===== config.mk =====
export PLATFORM = sky130hd
export DESIGN_NAME = piso_serializer
export DESIGN_NICKNAME = d
export VERILOG_FILES = /design/src/rtl/piso_serializer_pkg.sv /design/src/rtl/piso_serializer_shift_reg.sv /design/src/rtl/piso_serializer.sv
export SDC_FILE = /design/constraint.sdc
export NUM_CORES = 1
export LEC_CHECK = 0
export CAP_MARGIN = 25
export CORE_AREA = 4 4 64 48
export DETAILED_ROUTE_END_ITERATION = 7
export DIE_AREA = 0 0 68 52
export PLACE_DENSITY = 0.77
export SYNTH_ARGS = -nofsm -noshare
export SYNTH_HDL_FRONTEND = slang
export SYNTH_SLANG_ARGS = --single-unit

===== constraint.sdc =====
create_clock -name clk -period 2.8 [get_ports clk]
set_input_delay 0.7 -clock clk [delete_from_list [all_inputs] [get_ports clk]]
set_output_delay 0.7 -clock clk [all_outputs]
set_load 0.02 [all_outputs]

===== src/rtl/piso_serializer_pkg.sv =====
// Shared types and defaults for the parallel-in serial-out transmitter.
package piso_pkg;

  typedef enum logic {
    IDLE  = 1'b0,
    SHIFT = 1'b1
  } piso_state_t;

  localparam int PISO_WIDTH_DEFAULT = 16;

endpackage


===== src/rtl/piso_serializer_shift_reg.sv =====
// Data register of the serializer: parallel load, then left shift toward the MSB.
module piso_shift_reg #(
  parameter int WIDTH = 16
) (
  input  logic             i_clk,
  input  logic             i_rst_n,
  input  logic             i_load,
  input  logic             i_shift,
  input  logic [WIDTH-1:0] i_data,
  output logic             o_msb
);

  logic [WIDTH-1:0] r_shreg;

  // A load takes priority because it only coincides with a shift on a word's last bit.
  always_ff @(posedge i_clk or negedge i_rst_n) begin
    if (!i_rst_n) begin
      r_shreg <= '0;
    end else if (i_load) begin
      r_shreg <= i_data;
    end else if (i_shift) begin
      r_shreg <= {r_shreg[WIDTH-2:0], 1'b0};
    end
  end

  assign o_msb = r_shreg[WIDTH-1];

endmodule


===== src/rtl/piso_serializer.sv =====
// Parallel-in serial-out transmitter: accepts a word over valid/ready and sends
// it MSB first, one bit per enabled clock, with a strobe for the receiver.
module piso_serializer
  import piso_pkg::*;
#(
  parameter int WIDTH = PISO_WIDTH_DEFAULT
) (
  input  logic             clk,
  input  logic             reset,
  input  logic             en,
  input  logic             load_valid,
  input  logic [WIDTH-1:0] load_data,
  output logic             load_ready,
  output logic             ser_out,
  output logic             ser_en,
  output logic             busy,
  output logic             done
);

  localparam int                CNT_W    = $clog2(WIDTH + 1);
  localparam logic [CNT_W-1:0]  CNT_LOAD = CNT_W'(WIDTH);
  localparam logic [CNT_W-1:0]  CNT_ONE  = CNT_W'(1);

  piso_state_t      r_state;
  logic [CNT_W-1:0] r_cnt;
  logic             r_done;

  logic w_in_shift;
  logic w_shift;
  logic w_last;
  logic w_accept;
  logic w_msb;

  // The last-bit edge reopens the input so a new word can follow without a gap.
  always_comb begin
    w_in_shift = (r_state == SHIFT);
    w_shift    = w_in_shift & en;
    w_last     = w_shift & (r_cnt == CNT_ONE);
    load_ready = (r_state == IDLE) | w_last;
    w_accept   = load_valid & load_ready;
  end

  piso_shift_reg #(
    .WIDTH (WIDTH)
  ) u_shreg (
    .i_clk   (clk),
    .i_rst_n (reset),
    .i_load  (w_accept),
    .i_shift (w_shift),
    .i_data  (load_data),
    .o_msb   (w_msb)
  );

  // Word sequencing: load the bit budget on accept, count down on each consumed bit.
  always_ff @(posedge clk or negedge reset) begin
    if (!reset) begin
      r_state <= IDLE;
      r_cnt   <= '0;
    end else if (w_accept) begin
      r_state <= SHIFT;
      r_cnt   <= CNT_LOAD;
    end else if (w_shift) begin
      r_cnt <= r_cnt - CNT_ONE;
      if (w_last) begin
        r_state <= IDLE;
      end
    end
  end

  // One-cycle completion pulse following the edge that consumed the last bit.
  always_ff @(posedge clk or negedge reset) begin
    if (!reset) begin
      r_done <= 1'b0;
    end else begin
      r_done <= w_last;
    end
  end

  assign ser_out = w_in_shift & w_msb;
  assign ser_en  = w_shift;
  assign busy    = w_in_shift;
  assign done    = r_done;

endmodule


==> results.yml <==
critical_path:
  rrSetupSlack_ns: 0.76
  cp_num_buf_inv: 2
  rr_worst_depth: 7
  cpLargestDelayFamily: "simple AND/OR/NAND/NOR gates"
  crit_cells: 6
  cp_max_fo: 2
  cp.required_ns: 2.10
  criticalPathCategory: "reg -> out"
  cp-start-kind: "flip-flop"
  r2r_end: "u_shreg.r_shreg[11]$_DFFE_PN0P_"
  slowest_stage: "or4b_4"
  crit_arrival_ns: 1.90
  slowest_delay_ns: 0.46
  worstPathCellList: "inv_1 > ha_1 > or4b_4 > or2_2 > nand2_1 > clkbuf_2"
  r2r_start: "r_cnt[1]$_DFFE_PN0P_"
  crit_path_end_kind: "output pin"
drt:
  drt_iter0_drc: 5
  dr.pass1.iters: 4
  wirelength_um: 2088
  postRouteAntennaNets: 0
  wl_met3_um: 111
  top_layer: "met4"
  drc: 0
  vias: 782
  wl_per_cell_um: 13.30
  vias_per_cell: 4.981
  m1WireLength_um: 939
  wl_met2_um: 1016
synthesis:
  synth.area.mux_share: 0.3159
  avgSynthCellArea_um2: 13.29
  synth_cell_types: 29
  synth_xor_area_frac: 0.01464
  synth_compound_area_frac: 0.04079
  synthAdderAreaFrac: 0.02092
  yosysWarningCount: 0
  synthesis.nets: 112
  synth-seq-area-share: 0.4812
  ys_async_sr_fraction: 1.000
  syn_inst: 90
  synthSimpleGateAreaFrac: 0.07845
  synth_ff_type: "dfrtp_1"
  synth_top_family_by_area: "multiplexers"
  syn_area_um2: 1196
  synth_enable_flop_cells: 0
  ys_ff_latch: 23
layout:
  insertedDiodeCount: 0
  final_cell_count_no_fill: 157
  drive_above_1_share: 0.3821
  final_cell_mix: "dfrtp_1 (23), mux2_2 (22), clkdlybuf4s50_1 (22)"
  nNetsFinal: 146
  final_common_cell: "dfrtp_1"
  syn_to_final_growth_pct: 27.51
sta:
  slew_headroom: 0.6697
  tightest_slew_ns: 0.4903
  fin_crit_sh: 0.9296
  clock.fmax_mhz: 384.2
  setup_viol: 0
  rsz0062_at_grt: "no"
  skew_ns: 0.009399
  drv_slew: 0
  finalHoldViolations: 0
  fin_crit_ns: 2.603
  timing.final.ws_setup_ns: 0.1972
min_path:
  whs_path_depth: 2
  min_to: "u_shreg.r_shreg[0]$_DFFE_PN0P_"
  hp-class: "reg -> reg"
  hp-start: "u_shreg.r_shreg[0]$_DFFE_PN0P_"
placement:
  dp_slack_ns: -0.09787
  dp.cells: 153
  dp.final_hpwl_um: 1584
  io_buffers: 24
  gp_congestion: 0.7075
job:
  drv_cap: 0
clocking:
  post-cts-setup-buffer-count: 0
  cts_num_sinks: 23
  cts_tree: "done"
  cts-root-buf: "clkbuf_4"
  clock_tree.buffer_depth: 2
  clkLatencyLatePin_ns: 0.31
  htreeDepth: 1
  numCtsBuffers: 3
  clkTransAtPathRegs_ns: 0.12
floorplan:
  fp.dieW_um: 68
  design.die.area_um2: 3536
  die_y_um: 52
  core_um2: 2440
  io_pins: 25
  row_count: 15
  initial_utilization: 0.4903
global_routing:
  antenna_found_initial: 0
  grt_util_all_layers: 0.1352
  grt_pass1_vias: 779
  grt_overflow_total: 0
  grt_pass1_wl_um: 3498
  grt_max_degree: 24
status:
  status: "finished clean"
pwr:
  ir_drop_v: 0.0003843
  power_density_nw_per_um2: 756.4
  p_leak_nw: 0.7575
==> final cells by class <==
cell class / count / area (um2)
multi-input combinational: 59 / 563.0
timing repair buffer: 32 / 297.8
clock inverter: 1 / 5.005
inverter: 5 / 18.77
tap: 34 / 42.54
fill: 211 / 914.6
clock buffer: 3 / 22.52
sequential: 23 / 575.6
==> where the power goes <==
group,switching (mW),total [mW],internal [mW]
sequential,0.0790,0.538,0.459
clock,0.0982,0.152,0.0534
combinational,0.163,0.464,0.301
total,0.340,1.15,0.813
==> per-layer routing <==
metal | vias up | global-route usage
met4 | 0 | 0.03960
met3 | 4 | 0.03888
met1 | 375 | 0.1755
met2 | 20 | 0.2176
li1 | 383 | -
met5 | - | 0
==> kinds of logic (layout without fill, tap and decap cells) <==
kind of cell	count (synthesis)	count (layout)
AND/OR/NAND/NOR	17	17
multiplexers	31	31
XOR/XNOR	2	2
flip-flops	23	23
buffers and inverters	8	41
adder cells (fa/ha/maj)	2	2
AO/OA/AOI/OAI	7	7
==> Yosys cell counts, types with 2 or more instances <==
cell type  number  area [um2]
nor2_1          4       15.01
mux2_2         22       247.7
nand2_1         4       15.01
nand3_1         2       10.01
mux2_4          8       120.1
dfrtp_1        23       575.6
inv_1           4       15.01
ha_1            2       25.02
==> flip-flops by register name (all words and copies together), names as in the netlist <==
register and count:
done 1, r_cnt 5, u_shreg.r_shreg 16, busy 1
==> repair_timing <==
action	4_1_cts	5_1_grt
cloned	0	0
endpoints found under the setup margin	1	2
gates resized for setup	2	2
hold buffers	0	0
pin swaps	0	0
==> through the flow <==
| step | hold slack [ns] | area [um2] | TNS (ns) | utilization | total power [mW] |
|---|---|---|---|---|---|
| after global placement | 0.5123 | 1500 | -0.06613 | 0.6149 | 0.9943 |
| after floorplan | 0.4044 | 1196 | 0 | - | 0.8674 |
| after detailed placement | 0.5215 | 1500 | -0.09787 | 0.6149 | 1.017 |
| after CTS | 0.5390 | 1528 | 0 | 0.6262 | 1.172 |
| after global routing | 0.5673 | 1525 | 0 | 0.6251 | 1.243 |
| final | 0.5336 | 1525 | 0 | 0.6251 | 1.154 |
==> worst max-delay path by stage <==
stage,from,endpoint,slack (ns)
final,r_cnt[1]$_DFFE_PN0P_,load_ready,0.20
after global routing,r_cnt[1]$_DFFE_PN0P_,load_ready,0.08
after CTS,r_cnt[1]$_DFFE_PN0P_,load_ready,0.02
after detailed placement,en,load_ready,-0.1
after global placement,en,load_ready,-0.07
after floorplan,r_cnt[1]$_DFFE_PN0P_,load_ready,0.61
==> worst min-delay path, stage by stage, from the launching register on <==
cell and delay, ns:
dfrtp_1 0.39, nand2_1 0.06, mux2i_1 0.06
(Power assumes the default switching activity.)
